File: config.mk
export PLATFORM = sky130hd
export DESIGN_NAME = board_cursor_ctrl_flat
export DESIGN_NICKNAME = d
export VERILOG_FILES = /design/src/rtl/board_cursor_ctrl_if.sv /design/src/rtl/board_cursor_ctrl.sv /design/src/flat_wrapper.sv
export SDC_FILE = /design/constraint.sdc
export NUM_CORES = 1
export LEC_CHECK = 0
export CORE_AREA = 2 2 118 165
export CTS_BUF_LIST = sky130_fd_sc_hd__clkbuf_4 sky130_fd_sc_hd__clkbuf_8
export CTS_CLUSTER_SIZE = 24
export DETAILED_ROUTE_END_ITERATION = 8
export DIE_AREA = 0 0 120 167
export GPL_TIMING_DRIVEN = 0
export PLACE_DENSITY = 0.66
export SKIP_LAST_GASP = 1
export SYNTH_ARGS = -nofsm -noshare
export SYNTH_HDL_FRONTEND = slang
export SYNTH_SLANG_ARGS = --single-unit
File: constraint.sdc
create_clock -name clk -period 2.9 [get_ports clk]
set_clock_uncertainty 0.2 [all_clocks]
set_input_delay 0.725 -clock clk [delete_from_list [all_inputs] [get_ports clk]]
set_output_delay 0.725 -clock clk [all_outputs]
set_load 0.005 [all_outputs]
File: src/rtl/board_cursor_ctrl_if.sv
// Move-request handshake between the cursor controller (master) and game_logic (slave).
// The master holds valid/src/dst stable until it sees ready on a clock edge.
interface board_cursor_ctrl_if #(
  parameter int LOC_W = 6
);
  logic             move_valid;
  logic [LOC_W-1:0] move_src;
  logic [LOC_W-1:0] move_dst;
  logic             move_ready;

  modport master (output move_valid, move_src, move_dst, input move_ready);
  modport slave  (input move_valid, move_src, move_dst, output move_ready);
endinterface

File: src/rtl/board_cursor_ctrl.sv
// Button conditioning, board cursor and two-press select FSM issuing move requests to game_logic.
// Optional feature macro: AUTO_REPEAT_EN (held direction buttons auto-repeat).
module board_cursor_ctrl #(
  parameter int BOARD_DIM       = 8,
  parameter int LOC_W           = 6,
  parameter int DEBOUNCE_CYCLES = 500000,
  parameter int WRAP            = 0,
  parameter int REPEAT_DELAY    = 12500000,
  parameter int REPEAT_PERIOD   = 5000000
) (
  input  logic             clk,
  input  logic             rst,
  input  logic             in_btn_up,
  input  logic             in_btn_down,
  input  logic             in_btn_left,
  input  logic             in_btn_right,
  input  logic             in_selected,
  output logic [LOC_W-1:0] location,
  output logic [LOC_W-1:0] sel_loc,
  output logic             sel_valid,
  board_cursor_ctrl_if.master req
);

  localparam int NB   = 5;
  localparam int DB_W = $clog2(DEBOUNCE_CYCLES + 1);
  localparam logic [DB_W-1:0]  DB_LAST = DB_W'(DEBOUNCE_CYCLES - 1);
  localparam logic [LOC_W-1:0] LAST    = LOC_W'(BOARD_DIM - 1);
  localparam logic [LOC_W-1:0] DIM     = LOC_W'(BOARD_DIM);

  localparam logic [1:0] ST_IDLE     = 2'd0;
  localparam logic [1:0] ST_PICKED   = 2'd1;
  localparam logic [1:0] ST_WAIT_ACK = 2'd2;

  // Bit order: 0 up, 1 down, 2 left, 3 right, 4 select.
  logic [NB-1:0]    raw_s, sync1_r, sync2_r, stable_s, stable_d_r, press_s;
  logic [3:0]       dir_s;
  logic             sel_press_s;
  logic [LOC_W-1:0] row_r, col_r, row_nxt_s, col_nxt_s;
  logic [LOC_W-1:0] location_r, sel_loc_r, move_src_r, move_dst_r;
  logic             sel_valid_r, move_valid_r;
  logic [1:0]       state_r;

  assign raw_s = {in_selected, in_btn_right, in_btn_left, in_btn_down, in_btn_up};

  // Two-flop synchroniser for the asynchronous buttons.
  always_ff @(posedge clk or negedge rst) begin
    if (!rst) begin
      sync1_r <= {NB{1'b0}};
      sync2_r <= {NB{1'b0}};
    end else begin
      sync1_r <= raw_s;
      sync2_r <= sync1_r;
    end
  end

  for (genvar g = 0; g < NB; g++) begin : g_db
    logic [DB_W-1:0] cnt_r;
    logic            level_r;
    // Debounce: the level flips after DEBOUNCE_CYCLES consecutive disagreeing samples.
    always_ff @(posedge clk or negedge rst) begin
      if (!rst) begin
        cnt_r   <= {DB_W{1'b0}};
        level_r <= 1'b0;
      end else if (sync2_r[g] == level_r) begin
        cnt_r <= {DB_W{1'b0}};
      end else if (cnt_r == DB_LAST) begin
        cnt_r   <= {DB_W{1'b0}};
        level_r <= sync2_r[g];
      end else begin
        cnt_r <= cnt_r + DB_W'(1'b1);
      end
    end
    assign stable_s[g] = level_r;
  end

  // Previous debounced level, for rising-edge detection.
  always_ff @(posedge clk or negedge rst) begin
    if (!rst) begin
      stable_d_r <= {NB{1'b0}};
    end else begin
      stable_d_r <= stable_s;
    end
  end

  assign press_s     = stable_s & ~stable_d_r;
  assign sel_press_s = press_s[4];

`ifdef AUTO_REPEAT_EN
  localparam int RPT_MAX = (REPEAT_DELAY > REPEAT_PERIOD) ? REPEAT_DELAY : REPEAT_PERIOD;
  localparam int RPT_W   = $clog2(RPT_MAX + 1);
  logic [3:0] rpt_s;

  for (genvar g = 0; g < 4; g++) begin : g_rpt
    logic [RPT_W-1:0] cnt_r;
    logic             armed_r;
    // cnt_r equals the number of edges since the press (or last repeat) while the level stays high.
    assign rpt_s[g] = stable_s[g] &&
                      (cnt_r == (armed_r ? RPT_W'(REPEAT_PERIOD) : RPT_W'(REPEAT_DELAY)));
    // Repeat timer: cleared on release, restarted after every emitted repeat.
    always_ff @(posedge clk or negedge rst) begin
      if (!rst) begin
        cnt_r   <= {RPT_W{1'b0}};
        armed_r <= 1'b0;
      end else if (!stable_s[g]) begin
        cnt_r   <= {RPT_W{1'b0}};
        armed_r <= 1'b0;
      end else if (rpt_s[g]) begin
        cnt_r   <= RPT_W'(1'b1);
        armed_r <= 1'b1;
      end else begin
        cnt_r <= cnt_r + RPT_W'(1'b1);
      end
    end
  end

  assign dir_s = press_s[3:0] | rpt_s;
`else
  assign dir_s = press_s[3:0];
`endif

  // Next cursor row/col: highest-priority direction only, clamp or wrap at the edge.
  always_comb begin
    row_nxt_s = row_r;
    col_nxt_s = col_r;
    if (dir_s[0]) begin
      if (row_r != {LOC_W{1'b0}}) row_nxt_s = row_r - LOC_W'(1'b1);
      else if (WRAP != 0)         row_nxt_s = LAST;
      else                        row_nxt_s = row_r;
    end else if (dir_s[1]) begin
      if (row_r != LAST)          row_nxt_s = row_r + LOC_W'(1'b1);
      else if (WRAP != 0)         row_nxt_s = {LOC_W{1'b0}};
      else                        row_nxt_s = row_r;
    end else if (dir_s[2]) begin
      if (col_r != {LOC_W{1'b0}}) col_nxt_s = col_r - LOC_W'(1'b1);
      else if (WRAP != 0)         col_nxt_s = LAST;
      else                        col_nxt_s = col_r;
    end else if (dir_s[3]) begin
      if (col_r != LAST)          col_nxt_s = col_r + LOC_W'(1'b1);
      else if (WRAP != 0)         col_nxt_s = {LOC_W{1'b0}};
      else                        col_nxt_s = col_r;
    end else begin
      row_nxt_s = row_r;
      col_nxt_s = col_r;
    end
  end

  // Cursor registers; location is kept as a flat index alongside row/col.
  always_ff @(posedge clk or negedge rst) begin
    if (!rst) begin
      row_r      <= {LOC_W{1'b0}};
      col_r      <= {LOC_W{1'b0}};
      location_r <= {LOC_W{1'b0}};
    end else begin
      row_r      <= row_nxt_s;
      col_r      <= col_nxt_s;
      location_r <= row_nxt_s * DIM + col_nxt_s;
    end
  end

  // Select FSM; it sees location_r, i.e. the cursor before any same-cycle move.
  always_ff @(posedge clk or negedge rst) begin
    if (!rst) begin
      state_r      <= ST_IDLE;
      sel_loc_r    <= {LOC_W{1'b0}};
      sel_valid_r  <= 1'b0;
      move_valid_r <= 1'b0;
      move_src_r   <= {LOC_W{1'b0}};
      move_dst_r   <= {LOC_W{1'b0}};
    end else begin
      case (state_r)
        ST_IDLE: begin
          if (sel_press_s) begin
            sel_loc_r   <= location_r;
            sel_valid_r <= 1'b1;
            state_r     <= ST_PICKED;
          end
        end
        ST_PICKED: begin
          if (sel_press_s) begin
            if (location_r == sel_loc_r) begin
              sel_valid_r <= 1'b0;
              state_r     <= ST_IDLE;
            end else begin
              move_src_r   <= sel_loc_r;
              move_dst_r   <= location_r;
              move_valid_r <= 1'b1;
              state_r      <= ST_WAIT_ACK;
            end
          end
        end
        ST_WAIT_ACK: begin
          if (req.move_ready) begin
            move_valid_r <= 1'b0;
            sel_valid_r  <= 1'b0;
            state_r      <= ST_IDLE;
          end
        end
        default: begin
          move_valid_r <= 1'b0;
          sel_valid_r  <= 1'b0;
          state_r      <= ST_IDLE;
        end
      endcase
    end
  end

  assign location       = location_r;
  assign sel_loc        = sel_loc_r;
  assign sel_valid      = sel_valid_r;
  assign req.move_valid = move_valid_r;
  assign req.move_src   = move_src_r;
  assign req.move_dst   = move_dst_r;

endmodule

File: src/flat_wrapper.sv
// flat-port wrapper written by rule: the top's interface ports become plain ports
module board_cursor_ctrl_flat 
#(
  parameter int BOARD_DIM       = 8,
  parameter int LOC_W           = 6,
  parameter int DEBOUNCE_CYCLES = 500000,
  parameter int WRAP            = 0,
  parameter int REPEAT_DELAY    = 12500000,
  parameter int REPEAT_PERIOD   = 5000000
)
  (clk, rst, in_btn_up, in_btn_down, in_btn_left, in_btn_right, in_selected, location, sel_loc, sel_valid, req_move_valid, req_move_src, req_move_dst, req_move_ready);
  board_cursor_ctrl_if #(.LOC_W(LOC_W)) req_i ();
  input  logic clk;
  input  logic rst;
  input  logic in_btn_up;
  input  logic in_btn_down;
  input  logic in_btn_left;
  input  logic in_btn_right;
  input  logic in_selected;
  output logic [LOC_W-1:0] location;
  output logic [LOC_W-1:0] sel_loc;
  output logic sel_valid;
  output wire logic [$bits(req_i.move_valid)-1:0] req_move_valid;
  output wire logic [$bits(req_i.move_src)-1:0] req_move_src;
  output wire logic [$bits(req_i.move_dst)-1:0] req_move_dst;
  input wire logic [$bits(req_i.move_ready)-1:0] req_move_ready;
  assign req_move_valid = req_i.move_valid;
  assign req_move_src = req_i.move_src;
  assign req_move_dst = req_i.move_dst;
  assign req_i.move_ready = req_move_ready;
  board_cursor_ctrl #(.BOARD_DIM(BOARD_DIM), .LOC_W(LOC_W), .DEBOUNCE_CYCLES(DEBOUNCE_CYCLES), .WRAP(WRAP), .REPEAT_DELAY(REPEAT_DELAY), .REPEAT_PERIOD(REPEAT_PERIOD)) u_core (.clk(clk), .rst(rst), .in_btn_up(in_btn_up), .in_btn_down(in_btn_down), .in_btn_left(in_btn_left), .in_btn_right(in_btn_right), .in_selected(in_selected), .location(location), .sel_loc(sel_loc), .sel_valid(sel_valid), .req(req_i));
endmodule
# Word-level counts from Yosys, hierarchy flattened
# Cells that the tools add are included.
[classes]
n_eq_ne = 21
muxes = 33
add_sub_neg = 10
bitwise_logic = 9
n_reduce_logical = 16
[op_table]
columns = ["cell", "count"]
rows = [
  ["$mux 19", 10],
  ["$add 19x1->19 const B", 5],
  ["$eq 19x19->1 const B", 5],
  ["$mux 6", 10],
  ["$add 6x1->6 const B", 2],
  ["$ne 6x3->1 const B", 2],
  ["$reduce_and 2->1", 6],
  ["$reduce_bool 6->1", 2],
  ["$sub 6x1->6 const B", 2],
  ["$reduce_and 3->1", 3],
  ["$mux 2", 4],
  ["$reduce_and 4->1", 2],
  ["$not 1->1", 7],
  ["$add 6x6->6", 1],
  ["$eq 6x6->1", 1],
  ["$mux 1", 6],
  ["$ne 2x1->1 const B", 3],
  ["$ne 2x2->1 const B", 3],
  ["$pmux 1 s3", 2],
  ["$pmux 2 s3", 1],
  ["$and 5x5->5", 1],
  ["$eq 1x1->1", 5],
  ["$not 5->5", 1],
  ["$reduce_bool 2->1", 2],
  ["3 further kinds", 3],
]
[totals]
inputBits = 8
elab_cells = 112
register_bits = 155
output_inout_bits = 26

# Depth between registers and ports, before layout
# Gate-level depths: netlist (run 1).
[logic_depth]
depth_word = 7
mapped_depth = 12
depth_no_buf = 11

# Least setup slack after synthesis (run 1)
# No wires, ideal clock.
[synth_path]
path_kind = "flip-flop to flip-flop"
startpoint = "register u_core.col_r[1]"
endpoint = "register u_core.location_r[5] (netlist: u_core.location[5])"
arrival_time_ns = 2.328
required_time_ns = 2.620
path_stages_with_launch = 13
period_less_slack_ns = 2.608
setup_time_ns = 0.080
slack_ns = 0.292
n_path_buf = 1
path_cell_list = "dfrtp_1 -> buf_6 -> inv_1 -> ha_1 -> nand2b_1 -> o41ai_2 -> o2bb2ai_1 -> o21ai_0 -> o31ai_1 -> ha_1 -> fa_1 -> xnor2_1 -> xnor2_1"
[synth_between]
elab_chain_len = 7
elab_cells_between_ends = 11
cone_classes = "add/sub (3); eq/ne (1); mux (6); reduce/logical (1)"
[synth_rtl]
columns = ["element", "line_no", "source"]
rows = [
  ["start: declaration", "board_cursor_ctrl.sv:38", "logic [LOC_W-1:0] row_r, col_r, row_nxt_s, col_nxt_s;"],
  ["start signal: assignment", "board_cursor_ctrl.sv:151", "col_r <= {LOC_W{1'b0}};"],
  ["start signal: assignment", "board_cursor_ctrl.sv:155", "col_r <= col_nxt_s;"],
  ["$add 6x1->6 or $ne 6x3->1 (tied branches)", "board_cursor_ctrl.sv:138", "if (col_r != LAST) col_nxt_s = col_r + LOC_W'(1'b1);"],
  ["$mux 6", "board_cursor_ctrl.sv:138", ""],
  ["$mux 6", "board_cursor_ctrl.sv:137", "end else if (dir_s[3]) begin"],
  ["$mux 6 (*)", "board_cursor_ctrl.sv:133", "end else if (dir_s[2]) begin"],
  ["$mux 6 (*)", "board_cursor_ctrl.sv:129", "end else if (dir_s[1]) begin"],
  ["$mux 6 (*)", "board_cursor_ctrl.sv:125", "if (dir_s[0]) begin"],
  ["named net u_core.col_nxt_s[3]", "board_cursor_ctrl.sv:38", ""],
  ["$add 6x6->6 (*)", "board_cursor_ctrl.sv:156", "location_r <= row_nxt_s * DIM + col_nxt_s;"],
  ["end signal: assignment", "board_cursor_ctrl.sv:152", "location_r <= {LOC_W{1'b0}};"],
  ["end signal: assignment", "board_cursor_ctrl.sv:156", ""],
  ["end: declaration", "board_cursor_ctrl.sv:39", "logic [LOC_W-1:0] location_r, sel_loc_r, move_src_r, move_dst_r;"],
]
# Mark *: on every way through the listed nets, which the timed path passes. The rest lies on a longest branch.
# A chain may end at the register's enable or synchronous reset.

# Worst setup path in the final report (run 1)
# Ends and elaborated chain as after synthesis.

==> results of run 1 <==
## power by group through the flow
stage	logic, mW	registers, mW	clock network (mW)
2_1_floorplan	0.0552	2.20	0
3_3_place_gp	0.122	2.21	0
3_5_place_dp	0.128	2.21	0
4_1_cts	0.128	2.16	1.77
5_1_grt	0.146	2.17	1.86
6_report	0.122	2.16	1.70
## worst max-delay path, cell delays in order, from the launching register on
cell and delay [ns]:
dfrtp_1 0.41, buf_6 0.15, inv_1 0.09, ha_4 0.16, nand2b_4 0.07, o41ai_4 0.34, o2bb2ai_1 0.09, o21ai_1 0.11
o31ai_1 0.11, ha_1 0.21, fa_1 0.37, xnor2_1 0.14, xnor2_1 0.14
## worst max-delay path by stage
stage                                     to
floorplan                 u_core.location[5]
global placement    u_core.g_db[2].cnt_r[12]
detailed placement        u_core.location[5]
CTS                       u_core.location[5]
global route              u_core.location[5]
finish                    u_core.location[5]
## kinds of logic (layout without fill, tap and decap cells)
family | Yosys count | in the layout | share of synthesized area
multiplexers | 24 | 24 | 0.03695
flip-flops | 152 | 152 | 0.5225
buffers and inverters | 40 | 109 | 0.02888
AND/OR/NAND/NOR | 326 | 326 | 0.2312
XOR/XNOR | 105 | 105 | 0.1263
AO/OA/AOI/OAI | 34 | 34 | 0.03249
adder cells (fa/ha/maj) | 12 | 12 | 0.02166
## state kept, by name, summed over array words and instances (netlist names)
register,count
u_core.row_r,6
u_core.col_r,6
u_core.g_db.cnt_r,95
u_core.req.move_dst,6
u_core.state_r,2
u_core.g_db.level_r,5
u_core.req.move_src,6
u_core.sync2_r,5
u_core.req.move_valid,1
u_core.location,3
u_core.sync1_r,5
u_core.sel_valid,1
u_core.sel_loc,6
u_core.stable_d_r,5
## per-layer routing
layer / part of all wire / vias to the layer above
met3: 0.028 / 16
li1: - / 2472
met2: 0.51 / 66
met4: 0.019 / 0
met1: 0.45 / 2391
met5: 0 / -
## cell usage after synthesis, types with 9 or more instances
cell type	n	area, sq um
nand4_1	20	125.1
nand2b_1	9	56.30
nand3_1	38	190.2
dfrtp_1	152	3804
ha_1	11	137.6
xor2_1	49	429.2
xnor2_1	56	490.5
nand2_1	44	165.2
o21ai_0	11	55.05
mux2_2	23	259.0
buf_2	15	75.07
and4_1	13	113.9
inv_1	16	60.06
nor3_1	20	100.1
nor2_1	122	457.9
## layout make-up
class                   instances  area [sq um]  share of cell area
flip-flops and latches        152          3805              0.4508
clock buffers                  23         310.3             0.03676
clock inverters                 7         116.4             0.01379
inverters                      16         60.06            0.007115
plain buffers                  24         150.1             0.01779
well taps                     244         305.3             0.03617
repair buffers                 39         396.6             0.04699
multi-input cells             501          3297              0.3906
## through the flow
stage,TNS [ns],utilization,std cells,worst slack (ns),area (sq um)
2_1_floorplan,0,-,693,0.2920,7279
3_3_place_gp,-792.75,0.4272,970,-5.230,7915
3_5_place_dp,-0.04080,0.4287,971,-0.04080,7944
4_1_cts,0,0.4524,1001,0.03226,8383
5_1_grt,-0.005538,0.4555,1006,-0.005538,8441
6_report,0,0.4555,1006,0.1772,8441
## what timing repair did
action                                 4_1_cts  5_1_grt
setup endpoints to repair                    1        1
resized for setup                            2        4
buffers inserted                             0        5
endpoints found under the hold margin        0        0
pin swaps                                    0        3
==> results.toml, run 1 <==
[status]
status = "complete, no violations"

[clocking]
clock_sinks = 152
clk_pin_slew_ns = 0.07
numCtsBuffers = 17
cts_tree = "done"
cts_hold_buffers = 0
htree_levels = 4
cts-root-buf = "clkbuf_8"
worstSkewPairLatency_ns = 0.44
clk_path_buf_depth = 2

[cells_and_area]
final_nets = 771
diodes = 0
final_cell_mix = "dfrtp_1 (151), nor2_1 (122), xnor2_1 (56), xor2_1 (49), nand2_1 (44)"
fill_cells = 1711
final_common_cell = "dfrtp_1"
drive_gt1_frac = 0.1365
areaGrowthSynthToFinish_pct = 15.95

[grt]
grt.overflow.total = 0
grt_pass1_vias = 4752
grt_pass1_wl_um = 22210
top_usage_layer = "met2"
antenna_found_initial = 0
grt_usage = 0.1348
use_met1 = 0.1727
met2_usage = 0.2181
grt_max_degree = 91
grt_use_met3 = 0.03390

[worst_setup_path]
path_class = "flop to flop"
crit_required_ns = 3.02
cp-start-kind = "flop"
r2r_setup_slack_ns = 0.18
r2r-start = "u_core.col_r[1]"
path_max_fanout = 8
arrival_ns = 2.85
r2r-end = "u_core.location[5]"
r2r_cells = 12
crit_start = "u_core.col_r[1]"
end_kind = "flop"

[drt]
routedWlPerCell_um = 12.50
antenna_left = 0
firstDrtPassIters = 4
first_iter_violations = 195
routed_wirelength_um = 12570
drcViolationCount = 0
vias = 4945
vias_per_cell = 4.916

[synthesis]
synth-seq-cells = 152
ys_types = 50
synth_area_per_cell_sq_um = 10.50
synth_cells = 693
ys_seq_area_frac = 0.5225
syn_area_sq_um = 7279
ys.flop_type = "dfrtp_1"
synth_nets = 713
yosys_warnings = 0
async_flop_share = 1.000
synth_edf_count = 0

[power_and_ir_drop]
ir_drop_mv = 0.2580
finalPower_mw = 3.991
p_per_area_nw_per_um2 = 472.9
swShare = 0.2107
p_seq_frac = 0.542
power_leakage_nw = 3.700
p_int_mw = 3.150
switchingPower_mw = 0.8411
pwr-share-clk = 0.427
power_frac_comb = 0.031

[timing]
setup-violations-final = 0
finalMaxSlewViolations = 0
whs_ns = 0.05329
worst_pin_slew_ns = 0.5936
timing.fmax_ghz = 0.3673
hold_viol = 0
timing.final.crit_share = 0.9389
min_period_ns = 2.723
slew_headroom = 0.6043

[die]
die-area_sq_um = 20040
die_w_um = 120
initial_core_util = 0.3929
io_pins = 34
row_count = 59
core_area_sq_um = 18530
die_h_um = 167

[placement]
hpwl_um = 8677
routabilityCongestion = 0.8103
portBuffers = 33

[hold_path]
hold_class = "input port to asynchronous set/reset pin"

[flow_run]
max_cap_viol_count = 0
Note: power is estimated with default switching activity, not from simulation.
==> inputs of run 2 (changes only) <==
--- a/config.mk
+++ b/config.mk
@@ -5,13 +5,15 @@
 export SDC_FILE = /design/constraint.sdc
 export NUM_CORES = 1
 export LEC_CHECK = 0
-export CORE_AREA = 2 2 118 165
+export ABC_AREA = 1
+export CORE_AREA = 2 2 117 165
 export CTS_BUF_LIST = sky130_fd_sc_hd__clkbuf_4 sky130_fd_sc_hd__clkbuf_8
 export CTS_CLUSTER_SIZE = 24
 export DETAILED_ROUTE_END_ITERATION = 8
-export DIE_AREA = 0 0 120 167
+export DIE_AREA = 0 0 119 167
 export GPL_TIMING_DRIVEN = 0
-export PLACE_DENSITY = 0.66
+export MAX_ROUTING_LAYER = met4
+export PLACE_DENSITY = 0.71
 export SKIP_LAST_GASP = 1
 export SYNTH_ARGS = -nofsm -noshare
 export SYNTH_HDL_FRONTEND = slang
==> results.toml, run 2 <==
[status]
status = "complete, no violations"

[power_and_ir_drop]
ir_drop_mv = 0.2390
power_leakage_nw = 4.007
p_per_area_nw_per_um2 = 410.1

[synthesis]
yosys_warnings = 0
synth_commonest_cells = "nand2_1 (193), nor2_1 (165), dfrtp_1 (152)"
synthDominantCellAreaShare = 0.4647
synth.area.top_cells = "dfrtp_1 (46%), nand2_1 (8.9%), nor2_1 (7.6%)"
synth-seq-cells = 152
synth.most_common_cell = "nand2_1"
synth_area_per_cell_sq_um = 8.009
async_flop_share = 1.000
synth_cells = 1022
ys.flop_type = "dfrtp_1"
ys_types = 45
synth_top_cell_by_area = "dfrtp_1"
ys_seq_area_frac = 0.4647
synth_edf_count = 0
synth_nets = 1042
syn_area_sq_um = 8185

[clocking]
cts_hold_buffers = 0
cts-root-buf = "clkbuf_8"
cts.repair.resized = 0
clk_path_buf_depth = 2
numCtsBuffers = 17
cts_tree = "done"
clock_sinks = 152
htree_levels = 4
worstSkewPairLatency_ns = 0.46
clk_pin_slew_ns = 0.08
post-cts-setup-buffers = 0

[cells_and_area]
final_nets = 1095
largest_reg_flops = 95
drive_gt1_frac = 0.08756
areaGrowthSynthToFinish_pct = 12.55
design_area_sq_um = 9213
regMostFlops = "u_core.g_db.cnt_r"
final_cell_mix = "nand2_1 (192), nor2_1 (165), dfrtp_1 (151), inv_1 (125), nand3_1 (83)"
diodes = 0
final_common_cell = "nand2_1"
fin_util = 0.5012

[timing]
slew_headroom = 0.6599
setup-violations-final = 0
finalMaxSlewViolations = 0
min_period_ns = 2.660
whs_ns = 0.005830
fin_setup_tns_ns = 0
hold_viol = 0
worst_pin_slew_ns = 0.5101
timing.final.crit_share = 0.9174
timing.fmax_ghz = 0.3759

[grt]
grt_pass1_wl_um = 29720
grt_usage = 0.1847
antenna_found_initial = 0
grt.overflow.total = 0
grt_pass1_vias = 6817
grt_max_degree = 101

[worst_setup_path]
critPathMaxStageDelay_ns = 0.43
end_kind = "flop"
path_class = "flop to flop"
slowest_stage = "dfrtp_1"
path_delay_family = "adder cells"
arrival_ns = 2.81
crit_required_ns = 3.05
cp-start-kind = "flop"
path_cells = "ha_1 > nand2_1 > inv_1 > a31oi_2 > nand2_2 > nand2_1 > xor2_1 > ha_1 > fa_1 > inv_1 > nand3_1 > nand2_1 > inv_1 > nand3_1 > nand2_1"
critPathMostFrequentCell = "nand2_1"
path_buf_inv = 3
path_max_fanout = 7

[placement]
hpwl_um = 12400
routabilityCongestion = 0.9327
postPlaceCellArea_sq_um = 8850
portBuffers = 33

[die]
row_count = 59
die-area_sq_um = 19870
die_w_um = 119
die_h_um = 167
core_area_sq_um = 18380
initial_core_util = 0.4453
io_pins = 34

[drt]
wl_met3_um = 469
drt-met1-wl_um = 7112
drcViolationCount = 0
routed_wirelength_um = 16600
wl_met2_um = 8503
vias_per_cell = 5.043
antenna_left = 0
vias = 6702
first_iter_violations = 404
routed.top_layer = "met4"
routedWlPerCell_um = 12.49
firstDrtPassIters = 5

[hold_path]
hold_class = "input port to asynchronous set/reset pin"

[flow_run]
max_cap_viol_count = 0
## run 2: cell count changes in the layout (fill, tap and decap cells not counted), sizes merged, moves of 29 or more
cell | before | now
inv | 16 | 135
nand2 | 44 | 197
nor2 | 124 | 175
o21ai | 11 | 40
xnor2 | 56 | 7
nand3 | 39 | 87
## run 2: logic make-up (layout without fill, tap and decap cells)
kind of cell,after synthesis,count (layout),synth area share
fa+ha+maj,12,12,0.01926
flops,152,152,0.4647
compound gates,90,90,0.06390
buf+inv,148,211,0.07352
simple gates,563,563,0.3176
xor+xnor,57,57,0.06099
## run 2: worst paths after layout
check,start,to,slack (ns),depth (start not counted)
worst max-delay path,u_core.row_r[0],u_core.location[5],0.24,15
worst min-delay path,rst,u_core.g_db[0].cnt_r[10],0.006,1
worst max register to register,u_core.row_r[0],u_core.location[5],0.24,15
worst min register to register,u_core.sync1_r[1],u_core.sync2_r[1],0.15,0
max in group asynchronous,rst,u_core.col_r[0],1.63,2
min in group clk,u_core.sync1_r[1],u_core.sync2_r[1],0.15,0
## run 2: stage by stage
step	power, mW	instances	setup slack (ns)
after floorplan	2.261	1022	0.4488
after global placement	2.338	1299	-5.244
after detailed placement	2.346	1300	0.1756
after CTS	3.831	1329	0.1414
after global routing	3.949	1329	-0.003171
final	3.778	1329	0.2396
## run 2: power by group
| group | switching, mW | total [mW] | internal, mW |
|---|---|---|---|
| clock | 0.757 | 1.48 | 0.722 |
| combinational | 0.0897 | 0.130 | 0.0401 |
| sequential | 0.0247 | 2.17 | 2.14 |
| total | 0.872 | 3.78 | 2.91 |
## run 2: cell type report
class,count,area (sq um)
buffer,13,95.09
clock buffer,20,275.3
sequential,152,3805
clock inverter,9,77.57
multi-input combinational,722,3789
inverter,135,506.7
tap,244,305.3
fill,1754,9169
timing repair buffer,34,359.1
## run 2: layer usage
layer / vias up / track usage
met5: - / -
met4: 0 / 0.08747
met3: 40 / 0.03253
met2: 118 / 0.3221
met1: 3122 / 0.2030
li1: 3422 / -
